## src/rtl/bht_pkg.sv

```systemverilog
//------------------------------------------------------------------------------
// Module   : bht_pkg
// Brief    : Shared defaults, counter encodings and sequencing states for the
//            BHT port arbiter.
// Revision : 1.0
//------------------------------------------------------------------------------
`default_nettype none

package bht_pkg;

    localparam int DEF_IDX_W      = 6;
    localparam int DEF_QDEPTH     = 4;
    localparam int DEF_STARVE_MAX = 8;

    localparam logic [1:0] SNT = 2'b00;
    localparam logic [1:0] WNT = 2'b01;
    localparam logic [1:0] WT  = 2'b10;
    localparam logic [1:0] ST  = 2'b11;

    typedef enum logic [0:0] {
        INIT = 1'b0,
        RUN  = 1'b1
    } seq_state_e;

endpackage

`default_nettype wire

```

## src/rtl/bht_upd_fifo.sv

```systemverilog
//------------------------------------------------------------------------------
// Module   : bht_upd_fifo
// Brief    : Circular queue of pending BHT updates; all slots are exposed so the
//            arbiter can bypass queued values to lookups.
// Revision : 1.0
//------------------------------------------------------------------------------
`default_nettype none

module bht_upd_fifo #(
    parameter int IDX_W  = 6,
    parameter int QDEPTH = 4,
    localparam int PTR_W = $clog2(QDEPTH),
    localparam int CNT_W = PTR_W + 1
) (
    input  logic                         clk,
    input  logic                         rst,
    input  logic                         push_i,
    input  logic [IDX_W-1:0]             push_idx_i,
    input  logic [1:0]                   push_cnt_i,
    input  logic                         pop_i,
    output logic [CNT_W-1:0]             count_o,
    output logic [PTR_W-1:0]             rd_ptr_o,
    output logic [QDEPTH-1:0][IDX_W-1:0] ent_idx_o,
    output logic [QDEPTH-1:0][1:0]       ent_cnt_o,
    output logic [IDX_W-1:0]             head_idx_o,
    output logic [1:0]                   head_cnt_o
);

    logic [PTR_W-1:0]             wr_ptr_q;
    logic [PTR_W-1:0]             rd_ptr_q;
    logic [CNT_W-1:0]             count_q;
    logic [QDEPTH-1:0][IDX_W-1:0] idx_q;
    logic [QDEPTH-1:0][1:0]       cnt_q;

    always_ff @(posedge clk or negedge rst) begin
        if (!rst) begin
            wr_ptr_q <= '0;
            rd_ptr_q <= '0;
            count_q  <= '0;
        end else begin
            if (push_i) wr_ptr_q <= wr_ptr_q + PTR_W'(1);
            if (pop_i)  rd_ptr_q <= rd_ptr_q + PTR_W'(1);
            count_q <= count_q + CNT_W'(push_i) - CNT_W'(pop_i);
        end
    end

    // Payload needs no reset: occupancy alone decides which slots are live.
    always_ff @(posedge clk) begin
        if (push_i) begin
            idx_q[wr_ptr_q] <= push_idx_i;
            cnt_q[wr_ptr_q] <= push_cnt_i;
        end
    end

    assign count_o    = count_q;
    assign rd_ptr_o   = rd_ptr_q;
    assign ent_idx_o  = idx_q;
    assign ent_cnt_o  = cnt_q;
    assign head_idx_o = idx_q[rd_ptr_q];
    assign head_cnt_o = cnt_q[rd_ptr_q];

endmodule

`default_nettype wire

```

## src/rtl/bht_port_arbiter.sv

```systemverilog
//------------------------------------------------------------------------------
// Module   : bht_port_arbiter
// Brief    : Shares one single-port BHT SRAM between fetch lookups and queued
//            counter updates, after an initial sweep writing WNT everywhere.
// Revision : 1.0
//------------------------------------------------------------------------------
`default_nettype none

module bht_port_arbiter
    import bht_pkg::*;
#(
    parameter int IDX_W      = DEF_IDX_W,
    parameter int QDEPTH     = DEF_QDEPTH,
    parameter int STARVE_MAX = DEF_STARVE_MAX
) (
    input  logic                       clk,
    input  logic                       rst,
    input  logic                       lookup_req,
    input  logic [IDX_W-1:0]           lookup_idx,
    output logic                       lookup_gnt,
    output logic                       lookup_valid,
    output logic [1:0]                 lookup_cnt,
    input  logic                       upd_req,
    input  logic [IDX_W-1:0]           upd_idx,
    input  logic [1:0]                 upd_cnt,
    output logic                       upd_ready,
    output logic                       bht_en,
    output logic                       bht_we,
    output logic [IDX_W-1:0]           bht_addr,
    output logic [1:0]                 bht_wdata,
    input  logic [1:0]                 bht_rdata,
    output logic                       init_done,
    output logic [$clog2(QDEPTH):0]    q_count
);

    localparam int PTR_W = $clog2(QDEPTH);
    localparam int CNT_W = PTR_W + 1;
    localparam int SW    = $clog2(STARVE_MAX + 1);

    localparam logic [0:0]       S_INIT   = INIT;
    localparam logic [0:0]       S_RUN    = RUN;
    localparam logic [IDX_W-1:0] LAST_IDX = '1;

    logic [0:0]       state_q, state_d;
    logic [IDX_W-1:0] sweep_q, sweep_d;
    logic [SW-1:0]    starve_q, starve_d;
    logic             valid_q;
    logic             hit_q, hit_d;
    logic [1:0]       hit_cnt_q, hit_cnt_d;

    logic                         w_run, w_init_wr, w_full, w_empty;
    logic                         w_force_drain, w_gnt, w_drain, w_enq;
    logic [PTR_W-1:0]             w_rd_ptr;
    logic [QDEPTH-1:0][IDX_W-1:0] w_ent_idx;
    logic [QDEPTH-1:0][1:0]       w_ent_cnt;
    logic [IDX_W-1:0]             w_head_idx;
    logic [1:0]                   w_head_cnt;

    bht_upd_fifo #(
        .IDX_W  (IDX_W),
        .QDEPTH (QDEPTH)
    ) u_fifo (
        .clk        (clk),
        .rst        (rst),
        .push_i     (w_enq),
        .push_idx_i (upd_idx),
        .push_cnt_i (upd_cnt),
        .pop_i      (w_drain),
        .count_o    (q_count),
        .rd_ptr_o   (w_rd_ptr),
        .ent_idx_o  (w_ent_idx),
        .ent_cnt_o  (w_ent_cnt),
        .head_idx_o (w_head_idx),
        .head_cnt_o (w_head_cnt)
    );

    // Gating with rst keeps every output low while reset is held.
    assign w_run         = rst && (state_q == S_RUN);
    assign w_init_wr     = rst && (state_q == S_INIT);
    assign w_full        = (q_count == CNT_W'(QDEPTH));
    assign w_empty       = (q_count == '0);
    assign w_force_drain = w_full || (starve_q == SW'(STARVE_MAX));
    assign w_gnt         = w_run && lookup_req && !w_force_drain;
    assign w_drain       = w_run && !w_empty && !w_gnt;
    assign upd_ready     = w_run && !w_full;
    assign w_enq         = upd_req && upd_ready;

    always_comb begin
        state_d = state_q;
        sweep_d = sweep_q;
        if (state_q == S_INIT) begin
            sweep_d = sweep_q + IDX_W'(1);
            if (sweep_q == LAST_IDX) state_d = S_RUN;
        end
    end

    always_comb begin
        starve_d = starve_q;
        if (w_drain || w_empty) starve_d = '0;
        else if (w_gnt)         starve_d = starve_q + SW'(1);
    end

    // Walk oldest to youngest so the youngest match wins; a same-cycle enqueue is youngest of all.
    always_comb begin
        hit_d     = 1'b0;
        hit_cnt_d = SNT;
        for (int i = 0; i < QDEPTH; i++) begin
            if ((CNT_W'(i) < q_count) && (w_ent_idx[w_rd_ptr + PTR_W'(i)] == lookup_idx)) begin
                hit_d     = 1'b1;
                hit_cnt_d = w_ent_cnt[w_rd_ptr + PTR_W'(i)];
            end
        end
        if (w_enq && (upd_idx == lookup_idx)) begin
            hit_d     = 1'b1;
            hit_cnt_d = upd_cnt;
        end
    end

    always_ff @(posedge clk or negedge rst) begin
        if (!rst) begin
            state_q   <= S_INIT;
            sweep_q   <= '0;
            starve_q  <= '0;
            valid_q   <= 1'b0;
            hit_q     <= 1'b0;
            hit_cnt_q <= SNT;
        end else begin
            state_q  <= state_d;
            sweep_q  <= sweep_d;
            starve_q <= starve_d;
            valid_q  <= w_gnt;
            if (w_gnt) begin
                hit_q     <= hit_d;
                hit_cnt_q <= hit_cnt_d;
            end
        end
    end

    assign lookup_gnt   = w_gnt;
    assign lookup_valid = valid_q;
    assign lookup_cnt   = !valid_q ? SNT : (hit_q ? hit_cnt_q : bht_rdata);
    assign init_done    = w_run;

    assign bht_en    = w_init_wr || w_gnt || w_drain;
    assign bht_we    = w_init_wr || w_drain;
    assign bht_addr  = w_init_wr ? sweep_q : (w_drain ? w_head_idx : (w_gnt ? lookup_idx : '0));
    assign bht_wdata = w_init_wr ? WNT : (w_drain ? w_head_cnt : SNT);

endmodule

`default_nettype wire

```

## config.mk

```make
export PLATFORM = sky130hd
export DESIGN_NAME = bht_port_arbiter
export DESIGN_NICKNAME = d
export VERILOG_FILES = /design/src/rtl/bht_pkg.sv /design/src/rtl/bht_upd_fifo.sv /design/src/rtl/bht_port_arbiter.sv
export SDC_FILE = /design/constraint.sdc
export NUM_CORES = 1
export LEC_CHECK = 0
export CAP_MARGIN = 20
export CORE_MARGIN = 2
export CORE_UTILIZATION = 50
export CTS_BUF_LIST = sky130_fd_sc_hd__clkbuf_4 sky130_fd_sc_hd__clkbuf_8 sky130_fd_sc_hd__clkbuf_16
export CTS_CLUSTER_DIAMETER = 40
export CTS_CLUSTER_SIZE = 20
export DETAILED_ROUTE_END_ITERATION = 10
export GPL_TIMING_DRIVEN = 0
export HOLD_SLACK_MARGIN = 0.1
export PLACE_DENSITY = 0.69
export SLEW_MARGIN = 20
export SYNTH_ARGS = -nofsm -noshare
export SYNTH_HDL_FRONTEND = slang
export SYNTH_SLANG_ARGS = --single-unit
```

## constraint.sdc

```tcl
create_clock -name clk -period 5.3 [get_ports clk]
set_input_delay 1.06 -clock clk [delete_from_list [all_inputs] [get_ports clk]]
set_output_delay 1.06 -clock clk [all_outputs]
set_load 0.01 [all_outputs]
```

==> results.txt <==
R2R Setup Slk: 2.15 ns
CTS H-tree lvls: 2
CP most frequent cell: inv_2
Dpl hpwl: 5840 µm
Starting Density: 0.517
Peak supply drop: 0.118 mV
GRT Residual Overflow: 0
Max Slew Vio Count: 0
Wirelength, routed: 7810 µm
Vias in the first global route: 2,322
Distinct cells, synth: 46
Die height: 87.8 µm
Tcrit/Tclk final: 0.916
Sink Count: 54
Ports: 39
Synth top area share: 0.274
CP peak stage delay: 0.48 ns
Top post-synthesis cells by area: edfxtp_1 (27%), dfrtp_1 (16%), mux4_1 (9.7%), xnor2_1 (8.0%), mux4_2 (6.4%)
Yosys reg bits: 54
CTS tree: built
Initial antenna violation count: 0
Hold crit path type: flip-flop to flip-flop
DR pass1 iterations: 7
Post-Synthesis Cells: 275
WS Path Type: input port to output pin
RePlAce Congestion: 0.795
Number of vias per cell: 5.85
Post-synth EDFFs: 32
Setup crit end kind: output pin
Most frequent cells in the layout: xnor2_1 (32), edfxtp_1 (32), clkdlybuf4s50_1 (31), dfrtp_1 (22), inv_1 (20)
Critical path capture point: bht_addr[4]
Clock Pin Slew Worst Setup and Hold Paths: 0.09 ns
Fin crit period: 4.86 ns
Final Setup Violations: 0
Die area: 7710 µm²
Layout Cells excl Fill: 411
CP arrival: 3.80 ns
Diodes inserted: 0
Via count: 2,403
Routed wire per std cell: 19.0 µm
Final Hold Viols: 0
Syn Area/Cell: 12.8 µm²
Worst-path cell with the longest stage delay: clkdlybuf4s50_1
Port Buffers: 32
Final worst setup slack: 0.444 ns
Crit path required time: 4.24 ns
Syn-to-layout area delta: 15.3%
Async SR Flop Fraction: 0.407
DP Worst Slack: 0.0662 ns
Achievable Freq: 0.206 GHz
Core area: 6790 µm²
Max Buffers Root-to-Sink: 2
First-pass GRT wire length: 12,500 µm
Cells along the critical path: clkbuf_4 > nand2_1 > a31oi_4 > o211ai_2 > inv_2 > or3_1 > clkbuf_1 > inv_2 > a222oi_1 > inv_1 > clkdlybuf4s50_1
Clk_lat worst skew: 0.31 ns
Worst-margin pin slew: 0.725 ns
Rel. slew slack: 0.512
Outcome: completed
Hold_sp: starve_q[3]
Root Driver: clkbuf_8
Post-synthesis sequential area ratio: 0.431
Gr usage total: 0.217
Max Cap Violations: 0
Starting DRT DRC Count: 193
Layout cell share with drive strength beyond 1: 0.127
Rows: 30
Largest net degree at the start of global routing: 26
Layout Utilization: 0.596
Post-CTS setup buffer count: 0
RSZ-0062 raised after global routing: false
Crit path launch: rst
Syn nets: 307
Synthesized area: 3510 µm²
DP Cell Count: 403
Worst R2R Path Depth: 14
ANT nets after route: 0
Pwr dens: 182 nW/µm²
Reg2reg start: state_q
Final-layout fill cell count: 558
Worst-path fanout max: 25
Leading area contributor after synthesis: edfxtp_1
Die Wd: 87.8 µm
Total CTS buffers: 5
Reg-to-reg endpoint: u_fifo.count_o[2]
Nets: 346
Number of synthesis warnings: 0
Lkg Pwr: 1.48 nW
Main synth FF type: edfxtp_1
Clk_skew: 0.0108 ns
DR DRC count: 0
Startpoint types: input port
==> how the worst min path moves through the flow <==
stage | to | cells after the start
after floorplan | sweep_q[5] | 1
after global placement | starve_q[3] | 1
after detailed placement | starve_q[3] | 1
after CTS | starve_q[3] | 1
after global routing | starve_q[3] | 1
final | starve_q[3] | 1
==> per-stage QoR <==
step,area [µm²],power (mW),setup TNS [ns],hold slack (ns)
4_1_cts,4040,0.746,0,0.496
3_3_place_gp,3950,0.505,-6.24,0.483
2_1_floorplan,3510,0.478,0,0.457
3_5_place_dp,3950,0.505,0,0.479
5_1_grt,4050,0.764,0,0.519
6_report,4050,0.735,0,0.492
==> power by group <==
group          internal, mW  leakage [nW]  switching [mW]  total (mW)
clock                 0.110        0.0498           0.130       0.240
combinational        0.0236         0.849          0.0265      0.0501
sequential            0.445         0.580               0       0.445
total                 0.579          1.48           0.156       0.735
==> per-layer routing <==
layer,wire (µm),global-route usage,up-vias
met1,3370,0.279,1204
met5,0,0,-
met4,130,0.0615,0
li1,-,-,1111
met3,390,0.0386,14
met2,3920,0.379,74
==> layout make-up <==
class / instances / area [µm²] / share of cell area
Buffer: 16 / 97.6 / 0.0241
Clock buffer: 8 / 91.3 / 0.0226
Inverter: 22 / 82.6 / 0.0204
Multi-Input combinational cell: 183 / 1830 / 0.451
Sequential cell: 54 / 1510 / 0.373
Tap cell: 96 / 120 / 0.0297
Timing Repair Buffer: 32 / 318 / 0.0785
==> synth_stat cells (all sizes together) (2+ instances only) <==
master  instances
mux2i          12
a222oi          6
edfxtp         32
xor2           10
a31o            2
inv            22
nand3           4
a21oi           7
nand4           6
and3            7
nor2           14
nand2b          2
a31oi           2
o21ai           8
buf             8
ha             11
clkbuf          8
dfrtp          22
mux4           23
nor3b           2
nand4b          3
xnor2          32
nand2          10
nor3            2
mux2            4
nor2b           4
==> sequential cells by signal (all words and copies together) (netlist names) <==
| register | cells |
|---|---|
| u_fifo.ent_idx_o | 24 |
| u_fifo.ent_cnt_o | 8 |
| sweep_q | 6 |
| starve_q | 4 |
| u_fifo.count_o | 3 |
| hit_cnt_q | 2 |
| u_fifo.rd_ptr_o | 2 |
| u_fifo.wr_ptr_q | 2 |
| hit_q | 1 |
| lookup_valid | 1 |
| state_q | 1 |
==> critical path: cells and delay by family <==
family,cells,cell delay (ns)
compound gates,3,0.91
buf+inv,6,1.44
simple gates,2,0.36
==> cells by family after synthesis <==
kind of cell               synth area share
AOI/OAI and AO/OA                    0.0645
xor gates and xnor gates              0.105
adders and majority gates            0.0449
buffers and inverters                0.0513
DFF                                   0.431
muxes                                 0.209
and+or+nand+nor                      0.0952
==> repair_timing <==
action,in CTS,in global routing
hold buffers,0,0
endpoints found under the setup margin,0,6
resized for setup,0,2
hold endpoints to repair,0,0
Note: power is estimated with default switching activity, not from simulation.
